**src/rtl/uart_rx_param_if.sv**
```systemverilog
// uart_rx_param_if: serial line, consumer handshake and status signals of the UART receiver.
interface uart_rx_param_if #(
    parameter int DATA_BITS = 8
);
    logic                 rxd;
    logic                 data_ready;
    logic                 clr_overrun;
    logic [DATA_BITS-1:0] data_out;
    logic                 data_valid;
    logic                 parity_err;
    logic                 frame_err;
    logic                 break_det;
    logic                 overrun;
    logic                 busy;
    modport master (
        output rxd, data_ready, clr_overrun,
        input  data_out, data_valid, parity_err, frame_err, break_det, overrun, busy
    );
    modport slave (
        input  rxd, data_ready, clr_overrun,
        output data_out, data_valid, parity_err, frame_err, break_det, overrun, busy
    );
endinterface

```
**src/rtl/uart_rx_param.sv**
```systemverilog
// uart_rx_param: x16-oversampled UART receiver with 3-sample majority vote, false-start rejection,
// parity/framing/break/overrun reporting and a valid/ready holding register.
module uart_rx_param #(
    parameter int CLK_FREQ  = 25000000,
    parameter int BAUD      = 9600,
    parameter int ACC_WIDTH = 17,
    parameter int DATA_BITS = 8,
    parameter int PARITY    = 0,
    parameter int STOP_BITS = 1
) (
    input logic          clk,
    input logic          reset,
    uart_rx_param_if.slave bus
);
    localparam longint INC_L = (longint'(BAUD) * 16 * (longint'(1) << ACC_WIDTH) + longint'(CLK_FREQ) / 2)
                               / longint'(CLK_FREQ);
    localparam logic [ACC_WIDTH:0] INC = (ACC_WIDTH + 1)'(INC_L);

    typedef enum logic [2:0] {IDLE, START, DATA, PARITY_BIT, STOP} state_t;

    state_t               state_q, state_d;
    logic                 sync1_q, rxs_q;
    logic [ACC_WIDTH-1:0] acc_q, acc_d;
    logic                 tick, maj, mid, done, frame_fe, frame_brk;
    logic [3:0]           phase_q, phase_d, bit_cnt_q, bit_cnt_d;
    logic                 stop_cnt_q, stop_cnt_d, s0_q, s0_d, s1_q, s1_d;
    logic                 stop0_q, stop0_d, par_bit_q, par_bit_d;
    logic                 pe_acc_q, pe_acc_d, fe_acc_q, fe_acc_d, brk_wait_q, brk_wait_d;
    logic [DATA_BITS-1:0] shift_q, shift_d, data_q, data_d;
    logic                 valid_q, valid_d, pe_q, pe_d, fe_q, fe_d, brk_q, brk_d, ovr_q, ovr_d;

    assign {tick, acc_d} = {1'b0, acc_q} + INC;
    assign maj = (s0_q & s1_q) | (s0_q & rxs_q) | (s1_q & rxs_q);
    assign mid = tick && phase_q == 4'd9;

    always_comb begin
        state_d    = state_q;
        phase_d    = phase_q;
        bit_cnt_d  = bit_cnt_q;
        stop_cnt_d = stop_cnt_q;
        s0_d       = s0_q;
        s1_d       = s1_q;
        stop0_d    = stop0_q;
        par_bit_d  = par_bit_q;
        pe_acc_d   = pe_acc_q;
        fe_acc_d   = fe_acc_q;
        shift_d    = shift_q;
        brk_wait_d = brk_wait_q;
        done       = 1'b0;
        frame_fe   = fe_acc_q | ~maj;
        frame_brk  = shift_q == '0 && (PARITY == 0 || !par_bit_q) && !(stop_cnt_q == 1'b0 ? maj : stop0_q);
        if (tick && state_q != IDLE) begin
            phase_d = phase_q + 4'd1;
            s0_d    = phase_q == 4'd7 ? rxs_q : s0_q;
            s1_d    = phase_q == 4'd8 ? rxs_q : s1_q;
        end
        case (state_q)
            IDLE: begin
                // after a break the line must be seen high on a tick before a new start counts
                brk_wait_d = brk_wait_q && !(tick && rxs_q);
                if (tick && !rxs_q && !brk_wait_q) begin
                    state_d    = START;
                    phase_d    = '0;
                    bit_cnt_d  = '0;
                    stop_cnt_d = 1'b0;
                    pe_acc_d   = 1'b0;
                    fe_acc_d   = 1'b0;
                end
            end
            START: begin
                if (mid && maj) state_d = IDLE;
                else if (tick && phase_q == 4'd15) state_d = DATA;
            end
            DATA: begin
                if (mid) begin
                    shift_d   = {maj, shift_q[DATA_BITS-1:1]};
                    bit_cnt_d = bit_cnt_q + 4'd1;
                end
                if (tick && phase_q == 4'd15 && bit_cnt_q == 4'(DATA_BITS))
                    state_d = (PARITY == 0) ? STOP : PARITY_BIT;
            end
            PARITY_BIT: begin
                if (mid) begin
                    par_bit_d = maj;
                    pe_acc_d  = maj ^ (^shift_q) ^ (PARITY == 2);
                end
                if (tick && phase_q == 4'd15) state_d = STOP;
            end
            STOP: begin
                if (mid) begin
                    fe_acc_d   = frame_fe;
                    stop0_d    = stop_cnt_q == 1'b0 ? maj : stop0_q;
                    stop_cnt_d = stop_cnt_q + 1'b1;
                    // finish at mid-stop so a start edge in the remaining half bit is still caught
                    if (stop_cnt_q == 1'(STOP_BITS - 1)) begin
                        done       = 1'b1;
                        state_d    = IDLE;
                        brk_wait_d = frame_brk;
                    end
                end
            end
            default: state_d = IDLE;
        endcase
    end

    always_comb begin
        data_d  = data_q;
        pe_d    = pe_q;
        fe_d    = fe_q;
        valid_d = valid_q;
        ovr_d   = ovr_q & ~bus.clr_overrun;
        brk_d   = done & frame_brk;
        if (done && (!valid_q || bus.data_ready)) begin
            data_d  = shift_q;
            pe_d    = pe_acc_q;
            fe_d    = frame_fe;
            valid_d = 1'b1;
        end else if (done) begin
            ovr_d = 1'b1;
        end else if (valid_q && bus.data_ready) begin
            valid_d = 1'b0;
        end
    end

    always_ff @(posedge clk or posedge reset) begin
        if (reset) begin
            sync1_q    <= 1'b1;
            rxs_q      <= 1'b1;
            acc_q      <= '0;
            state_q    <= IDLE;
            phase_q    <= '0;
            bit_cnt_q  <= '0;
            stop_cnt_q <= 1'b0;
            s0_q       <= 1'b1;
            s1_q       <= 1'b1;
            stop0_q    <= 1'b1;
            par_bit_q  <= 1'b0;
            pe_acc_q   <= 1'b0;
            fe_acc_q   <= 1'b0;
            brk_wait_q <= 1'b0;
            shift_q    <= '0;
            data_q     <= '0;
            valid_q    <= 1'b0;
            pe_q       <= 1'b0;
            fe_q       <= 1'b0;
            brk_q      <= 1'b0;
            ovr_q      <= 1'b0;
        end else begin
            sync1_q    <= bus.rxd;
            rxs_q      <= sync1_q;
            acc_q      <= acc_d;
            state_q    <= state_d;
            phase_q    <= phase_d;
            bit_cnt_q  <= bit_cnt_d;
            stop_cnt_q <= stop_cnt_d;
            s0_q       <= s0_d;
            s1_q       <= s1_d;
            stop0_q    <= stop0_d;
            par_bit_q  <= par_bit_d;
            pe_acc_q   <= pe_acc_d;
            fe_acc_q   <= fe_acc_d;
            brk_wait_q <= brk_wait_d;
            shift_q    <= shift_d;
            data_q     <= data_d;
            valid_q    <= valid_d;
            pe_q       <= pe_d;
            fe_q       <= fe_d;
            brk_q      <= brk_d;
            ovr_q      <= ovr_d;
        end
    end

    assign bus.data_out   = data_q;
    assign bus.data_valid = valid_q;
    assign bus.parity_err = pe_q;
    assign bus.frame_err  = fe_q;
    assign bus.break_det  = brk_q;
    assign bus.overrun    = ovr_q;
    assign bus.busy       = state_q != IDLE;
endmodule

```
**src/flat_wrapper.sv**
```systemverilog
// flat-port wrapper written by rule: the top's interface ports become plain ports
module uart_rx_param_flat 
#(
    parameter int CLK_FREQ  = 25000000,
    parameter int BAUD      = 9600,
    parameter int ACC_WIDTH = 17,
    parameter int DATA_BITS = 8,
    parameter int PARITY    = 0,
    parameter int STOP_BITS = 1
)
  (clk, reset, bus_rxd, bus_data_ready, bus_clr_overrun, bus_data_out, bus_data_valid, bus_parity_err, bus_frame_err, bus_break_det, bus_overrun, bus_busy);
  uart_rx_param_if #(.DATA_BITS(DATA_BITS)) bus_i ();
  input logic clk;
  input logic reset;
  input wire logic [$bits(bus_i.rxd)-1:0] bus_rxd;
  input wire logic [$bits(bus_i.data_ready)-1:0] bus_data_ready;
  input wire logic [$bits(bus_i.clr_overrun)-1:0] bus_clr_overrun;
  output wire logic [$bits(bus_i.data_out)-1:0] bus_data_out;
  output wire logic [$bits(bus_i.data_valid)-1:0] bus_data_valid;
  output wire logic [$bits(bus_i.parity_err)-1:0] bus_parity_err;
  output wire logic [$bits(bus_i.frame_err)-1:0] bus_frame_err;
  output wire logic [$bits(bus_i.break_det)-1:0] bus_break_det;
  output wire logic [$bits(bus_i.overrun)-1:0] bus_overrun;
  output wire logic [$bits(bus_i.busy)-1:0] bus_busy;
  assign bus_i.rxd = bus_rxd;
  assign bus_i.data_ready = bus_data_ready;
  assign bus_i.clr_overrun = bus_clr_overrun;
  assign bus_data_out = bus_i.data_out;
  assign bus_data_valid = bus_i.data_valid;
  assign bus_parity_err = bus_i.parity_err;
  assign bus_frame_err = bus_i.frame_err;
  assign bus_break_det = bus_i.break_det;
  assign bus_overrun = bus_i.overrun;
  assign bus_busy = bus_i.busy;
  uart_rx_param #(.CLK_FREQ(CLK_FREQ), .BAUD(BAUD), .ACC_WIDTH(ACC_WIDTH), .DATA_BITS(DATA_BITS), .PARITY(PARITY), .STOP_BITS(STOP_BITS)) u_core (.clk(clk), .reset(reset), .bus(bus_i));
endmodule
```
**config.mk**
```make
export PLATFORM = sky130hd
export DESIGN_NAME = uart_rx_param_flat
export DESIGN_NICKNAME = d
export VERILOG_FILES = /design/src/rtl/uart_rx_param_if.sv /design/src/rtl/uart_rx_param.sv /design/src/flat_wrapper.sv
export SDC_FILE = /design/constraint.sdc
export NUM_CORES = 1
export LEC_CHECK = 0
export BUFFER_PORTS_ARGS = -buffer_cell sky130_fd_sc_hd__clkbuf_2
export CORE_MARGIN = 5
export CORE_UTILIZATION = 33
export DETAILED_ROUTE_END_ITERATION = 8
export GPL_TIMING_DRIVEN = 0
export SLEW_MARGIN = 30
export SYNTH_ARGS = -nofsm -noshare
export SYNTH_HDL_FRONTEND = slang
export SYNTH_SLANG_ARGS = --single-unit
```
**constraint.sdc**
```tcl
create_clock -name clk -period 5.92 [get_ports clk]
set_clock_uncertainty 0.1 [all_clocks]
set_input_delay 1.184 -clock clk [delete_from_list [all_inputs] [get_ports clk]]
set_output_delay 1.184 -clock clk [all_outputs]
set_load 0.01 [all_outputs]
```
-- Yosys cells after proc, flatten, opt, wreduce, memory -nomap -nowiden
Index checks and enable logic that the tools add are counted.
Widths: inputs -> output; s select.
- register bits after elaboration: 58
- equality and inequality tests: 18
- mux-type cells: 33
- reduce and logical (&&, ||, !) cells: 36
- bitwise gates (word level): 11
- add/sub/neg operators: 4
- operators with widths (cell ; number):
    $mux 3 ; 7
    $mux 4 ; 5
    $add 17x10->18 const B ; 1
    $eq 4x4->1 const B ; 4
    $mux 1 ; 15
    $pmux 3 s5 ; 1
    $logic_and 1x1->1 ; 12
    $ne 2x1->1 const B ; 6
    $reduce_and 3->1 ; 4
    $reduce_and 2->1 ; 5
    $add 4x1->4 const B ; 2
    $logic_not 8->1 ; 1
    $pmux 1 s2 ; 4
    $pmux 4 s2 ; 1
    $reduce_bool 2->1 ; 4
    $reduce_xor 8->1 ; 1
    $eq 3x2->1 const B ; 2
    $reduce_and 6->1 ; 1
    $and 1x1->1 ; 5
    $logic_not 1->1 ; 5
    $eq 4x3->1 const B ; 1
    $ne 2x2->1 const B ; 2
    $eq 3x1->1 const B ; 1
    $eq 3x3->1 const B ; 1
    other kinds (8) ; 11

-- Depth between registers and ports, before layout
Gate-level depths: netlist of run 1.
- depth after elaboration: 9
- depth in mapped cells: 8

-- Least setup slack after synthesis of run 1
Ideal clock, no wire load.
- path kind: register to output
- start: register u_core.state_q[1]
- end: output port bus_busy
- cell stages (with the launch flop): 3
- slack: 3.715 ns
- data required time: 4.636 ns
- arrival: 0.921 ns
- path through: dfrtp_1 > or3_1 > clkbuf_1
- word-level cells in the longest chain between the ends: 1
- RTL lines (what ; RTL line ; source):
    start: declaration ; uart_rx_param.sv:21 ; state_t state_q, state_d;
    start signal: assignment ; uart_rx_param.sv:152 ; state_q <= state_d;
    $reduce_bool 3->1 ; uart_rx_param.sv:179 ; assign bus.busy = state_q != IDLE;
    end: declaration ; flat_wrapper.sv:24 ; output wire logic [$bits(bus_i.busy)-1:0] bus_busy;
No other way between the ends.

-- Worst setup path after layout of run 1
Same ends and word-level chain as after synthesis.

==> results.yml, run 1 <==
run_status:
  status: "complete, no violations"
worst_setup_path:
  worst_setup_path_start_kind: "register"
  cp.arrival_ps: 1510
  rrSetupSlack_ps: 3700
  critPathCaptureType: "output pin"
  r2r_end: "u_core.bus.data_out[5]"
  cp.required_ps: 4640
  cp_max_fo: 6
  critPathKind: "reg -> out"
  startpoint: "u_core.state_q[1]"
  rr_worst_depth: 8
  crit_end: "bus_busy"
  reg2reg_from: "u_core.phase_q[1]"
final_layout:
  final_core_util_pct: 39.3
  final_cell_mix: "dfrtp_1 (53), nand2_1 (20), inv_1 (18), clkbuf_2 (18), o21ai_0 (15)"
  final_common_cell: "dfrtp_1"
  drive_above_1_share_pct: 24.3
  antenna_cells: 0
  nNetsFinal: 290
  area_growth_pct: 17.4
placed_design:
  dp_hpwl_um: 3530
  place_congestion: 0.780
  io_buffers: 18
clock_network:
  ctsHoldBuffers: 0
  post-cts-setup-buffers: 0
  ctsResizeCount: 0
  clkLatencyLatePin_ps: 330
  cts_root_buf: "clkbuf_8"
  cts_max_level: 3
  clock_path_buffers: 2
  tritoncts: "done"
  clkSlewWorstSetupHoldPaths_ps: 70
  clock-sinks: 57
  cts_buffers: 9
logic_synthesis:
  muxShareOfSynthArea_pct: 7.85
  async_flop_share_pct: 100
  synth_top_family_by_area: "simple AND/OR/NAND/NOR gates"
  synth_xor_area_share_pct: 6.43
  ys_seq_area_share_pct: 52.5
  ys_ff_latch: 57
  yosysTopAreaCell: "dfrtp_1"
  synthFlopType: "dfrtp_1"
  synth_edf_count: 0
  synth_fp_nets: 260
  yosys_warnings: 0
  synth_top_cell_area_share_pct: 48.7
  avgSynthCellArea_um2: 11.1
  synth_compound_area_share_pct: 8.45
  yosys.area_share.simple_pct: 15.5
  ys_top_cells_by_area: "dfrtp_1 (49%), mux2_4 (5.5%), ha_1 (4.6%), xnor2_1 (4.5%), dfstp_2 (3.9%)"
  synthAdderAreaFrac_pct: 4.96
  synthesis.area_mm2: 0.00273
  synthCells: 245
  netlist-cell-type-count: 51
detailed_routing:
  wl_per_cell_um: 13.0
  antenna_left: 0
  first_pass_iters: 4
  num_vias: 1824
  drtIter0Drc: 50
  drc: 0
  avgViaCountPerCell: 4.74
  routed_wirelength_um: 5010
grt:
  first_global_vias: 1883
  antenna_found_initial: 0
  grt_pass1_wl_um: 8930
  grt_max_degree: 38
  grt_usage_pct: 11.3
  overflow: 0
timing:
  fin_crit_ps: 2800
  tightest_slew_ps: 577
  hold_viol: 0
  rsz0062_at_grt: "false"
  fmax_mhz: 357
  setup_tns_ps: 0
  slew_viol_final: 0
  setup_viol: 0
  period_share_pct: 47.3
  relSlewSlack_pct: 61.5
floorplanning:
  die-area_mm2: 0.0102
  io_pins: 19
  core_area_mm2: 0.00813
  die_w_um: 101
  die_y_um: 101
  fp-row-count: 33
  initial_core_util_pct: 33.5
pwr:
  p_leak_nw: 1.49
  combPwrFrac_pct: 1.4
  power_frac_clock_pct: 50.8
  switching_share_pct: 20.2
  seqPwrFrac_pct: 47.8
  intPower_w: 0.000654
  vdd_drop_max_uv: 130
  switchingPower_w: 0.000166
  powerDensity_mw_per_mm2: 256
run:
  maxCapViolations: 0
worst_hold_path:
  worst_hold_path_type: "reg -> reg"
flip-flops by register name (all words and copies together) (netlist names), 3 cells and up:
signal / count
u_core.state_q: 3
u_core.phase_q: 4
u_core.bus.data_out: 8
u_core.shift_q: 8
u_core.bit_cnt_q: 4
u_core.acc_q: 17
worst min-delay path by stage:
stage	startpoint	to	depth (start not counted)	slack [ps]
2_1_floorplan	u_core.sync1_q	u_core.rxs_q	0	250
3_3_place_gp	u_core.sync1_q	u_core.rxs_q	0	250
3_5_place_dp	u_core.sync1_q	u_core.rxs_q	0	250
4_1_cts	u_core.sync1_q	u_core.rxs_q	0	260
5_1_grt	u_core.sync1_q	u_core.rxs_q	0	270
6_report	u_core.sync1_q	u_core.rxs_q	0	260
per-layer routing:
layer  GRT usage [%]  vias to the layer above  wire, um
li1                -                      905         -
met3            4.01                        8       221
met4            5.91                        0       120
met1            14.7                      884      2440
met2            16.4                       27      2220
met5               0                        -         0
cell type report:
class                      count  area [um^2]
buffer                         8         45.0
clock buffer                  12          155
clock inverter                 4         75.1
fill                         804         4930
inverter                      19         73.8
multi-input combinational    161         1180
sequential                    57         1430
tap                          105          131
timing repair buffer          19          110
cell usage after synthesis (all sizes together) (5+ instances only):
cell and instances:
nand3 13, nor2 13, ha 10, inv 19
xor2 6, mux2 13, nand2 20, nand4 7
buf 5, a21oi 7, xnor2 14, o21ai 17
dfrtp 53
critical path, stage by stage, from the launching register on:
cell,delay (ps)
dfrtp_1,430
or3_1,390
clkbuf_1,190
clkbuf_2,180
power groups by stage:
stage / combinational (W) / sequential [W] / clock [W]
floorplan: 0.00000670 / 0.000398 / 0
global placement: 0.0000103 / 0.000399 / 0
detailed placement: 0.0000125 / 0.000399 / 0
CTS: 0.0000125 / 0.000391 / 0.000427
global route: 0.0000140 / 0.000391 / 0.000449
finish: 0.0000116 / 0.000391 / 0.000417
per-stage QoR:
stage	cell area [um^2]	setup slack [ps]	total power [W]	std cells	hold WS (ps)
after CTS	3200	3090	0.000831	385	257
after global placement	2950	2530	0.000409	368	246
final	3200	3120	0.000820	385	256
after global routing	3200	3030	0.000854	385	265
after detailed placement	2970	3470	0.000411	369	247
after floorplan	2730	3240	0.000405	245	245
cell families (layout without fill, tap and decap cells):
family	after synthesis	in the layout
adder cells (fa/ha/maj)	11	11
AO/OA/AOI/OAI	36	36
multiplexers	16	16
XOR/XNOR	20	20
buffers and inverters	27	62
AND/OR/NAND/NOR	78	78
flip-flops	57	57
(Power assumes the default switching activity.)
==> run 2: changes to the inputs <==
--- a/config.mk
+++ b/config.mk
@@ -5,6 +5,7 @@
 export SDC_FILE = /design/constraint.sdc
 export NUM_CORES = 1
 export LEC_CHECK = 0
+export ABC_AREA = 1
 export BUFFER_PORTS_ARGS = -buffer_cell sky130_fd_sc_hd__clkbuf_2
 export CORE_MARGIN = 5
 export CORE_UTILIZATION = 33
==> constraint.sdc (replaced) <==
create_clock -name clk -period 2.2 [get_ports clk]
set_clock_uncertainty 0.1 [all_clocks]
set_input_delay 0.44 -clock clk [delete_from_list [all_inputs] [get_ports clk]]
set_output_delay 0.44 -clock clk [all_outputs]
set_load 0.01 [all_outputs]
==> run 2 against run 1 <==
  * Worst hold slack got worse by 170 ps
  * Register-to-register slack got worse by 3300 ps
  * Via count rose by 12%
  * Die area rose by 3.0%
  * Wire length rose by 3.0%
  * First-iteration DRC count rose by 10%
  * Synthesized cell count rose by 24%
  * Critical path depth rose by 2
  * Critical path type unchanged
==> results.yml, run 2 <==
logic_synthesis:
  synthesis.area_mm2: 0.00282
  synth_fp_nets: 320
  synth_most_common_cell: "nand2_1"
  synth_top_cell_area_share_pct: 47.1
  ys_top_cells_by_area: "dfrtp_1 (47%), nand2_1 (9.6%), inv_1 (5.2%), dfstp_2 (4.7%), ha_1 (4.4%)"
  avgSynthCellArea_um2: 9.23
  ys_ff_latch: 58
  synthFlopType: "dfrtp_1"
  synthCells: 305
  async_flop_share_pct: 100
  yosysTopAreaCell: "dfrtp_1"
  synth_commonest_cells: "nand2_1 (72), dfrtp_1 (53), inv_1 (39)"
  synth_edf_count: 0
  yosys_warnings: 0
  ys_seq_area_share_pct: 51.8
  netlist-cell-type-count: 34
timing:
  period_share_pct: 89.7
  slew_viol_final: 0
  fin_crit_ps: 1970
  setup_viol: 0
  hold_viol: 0
  rsz0062_at_grt: "false"
  relSlewSlack_pct: 70.3
  tightest_slew_ps: 444
  fmax_mhz: 507
final_layout:
  final_cells: 446
  nFillCells: 801
  final_cell_mix: "nand2_1 (72), dfrtp_1 (53), inv_1 (38)"
  antenna_cells: 0
  largest-register: "u_core.acc_q"
  final_common_cell: "nand2_1"
  largest_reg_flops: 17
  final_core_util_pct: 39.7
  nNetsFinal: 351
  drive_above_1_share_pct: 19.4
  area_growth_pct: 16.3
clock_network:
  tritoncts: "done"
  clkSlewWorstSetupHoldPaths_ps: 60
  cts_root_buf: "clkbuf_8"
  clock-sinks: 58
  clock_path_buffers: 2
  cts_buffers: 9
  cts_max_level: 3
  clkLatencyLatePin_ps: 330
grt:
  grt_usage_pct: 11.8
  grt_max_degree: 38
  grt_pass1_wl_um: 9550
  antenna_found_initial: 0
  first_global_vias: 2055
  overflow: 0
run:
  maxCapViolations: 0
floorplanning:
  fp-row-count: 33
  die_y_um: 102
  initial_core_util_pct: 34.1
  die-area_mm2: 0.0105
  io_pins: 19
  die_w_um: 102
  core_area_mm2: 0.00826
pwr:
  powerDensity_mw_per_mm2: 636
  p_leak_nw: 1.51
  vdd_drop_max_uv: 329
worst_setup_path:
  cp_max_fo: 6
  critPathCaptureType: "output pin"
  critPathKind: "reg -> out"
  worst_setup_path_start_kind: "register"
  cp.arrival_ps: 1430
  cp.required_ps: 1660
detailed_routing:
  drc: 0
  wl_per_cell_um: 11.6
  routed_wirelength_um: 5160
  first_pass_iters: 4
  antenna_left: 0
  num_vias: 2049
  avgViaCountPerCell: 4.59
  drtIter0Drc: 55
placed_design:
  dp_hpwl_um: 3740
  io_buffers: 18
  dpl.cell_count: 429
  place_congestion: 0.836
worst_hold_path:
  worst_hold_path_type: "in -> reg"
run_status:
  status: "complete, no violations"
==> run 2: logic make-up (layout without fill, tap and decap cells) <==
group / after synthesis / count (layout) / share of synthesized area [%]
xor+xnor: 19 / 19 / 5.91
compound gates: 47 / 47 / 10.1
buf+inv: 47 / 83 / 6.57
simple gates: 122 / 122 / 20.5
mux: 1 / 1 / 0.355
flops: 58 / 58 / 51.8
fa+ha+maj: 11 / 11 / 4.80
==> run 2: per-layer routing <==
layer	vias up	routed length, um	GRT usage, %
li1	1041	-	-
met1	967	2430	14.9
met2	31	2470	18.4
met3	10	160	4.10
met4	0	102	5.05
met5	-	0	0
==> run 2: final cells by class <==
type	count	area [um^2]	share of cell area, %
timing repair buffer	20	120	3.67
sequential	58	1460	44.5
multi-input combinational	200	1180	36.1
buffer	2	16.3	0.497
tap	105	131	4.01
clock inverter	2	35.0	1.07
clock buffer	14	163	4.97
inverter	45	171	5.23
==> run 2: what timing repair did <==
item	in CTS	in global routing
hold buffers	1	0
endpoints found under the setup margin	1	1
gates cloned	0	0
hold endpoints to repair	21	0
buffers inserted	0	0
gates resized for setup	1	1
==> run 2: final timing paths <==
kind / depth (start not counted) / end / slack (ps) / startpoint
max: 5 / bus_busy / 230 / u_core.state_q[1]
min: 1 / u_core.sync1_q / 80 / bus_rxd
max reg2reg: 9 / u_core.bus.parity_err / 360 / u_core.phase_q[1]
min reg2reg: 0 / u_core.rxs_q / 260 / u_core.sync1_q
max in group asynchronous: 4 / u_core.rxs_q / 950 / reset
min in group asynchronous: 3 / u_core.bus.data_out[4] / 510 / reset
==> run 2: worst max-delay path, stage by stage, from the launching register on <==
cell	delay (ps)
dfrtp_1	400
nor2_1	190
inv_1	100
nor2_4	190
inv_1	80
clkbuf_2	130
==> run 2: stage by stage <==
step / total power, W / cell area [um^2] / hold WS [ps] / setup WS, ps / TNS [ps]
finish: 0.00208 / 3280 / 84.8 / 226 / 0
global route: 0.00219 / 3280 / 61.7 / 108 / 0
CTS: 0.00212 / 3270 / 69.7 / 91.2 / 0
detailed placement: 0.00112 / 3060 / 248 / 302 / 0
global placement: 0.00112 / 3040 / 248 / -496 / -26120
floorplan: 0.00111 / 2820 / 245 / 240 / 0
==> run 2: power by group <==
group / leakage [nW] / internal, W / switching, W
Clock: 0.101 / 0.000585 / 0.000396
Combinational: 0.651 / 0.00000809 / 0.0000234
Sequential: 0.761 / 0.00107 / 0.00000121
Total: 1.51 / 0.00166 / 0.000420
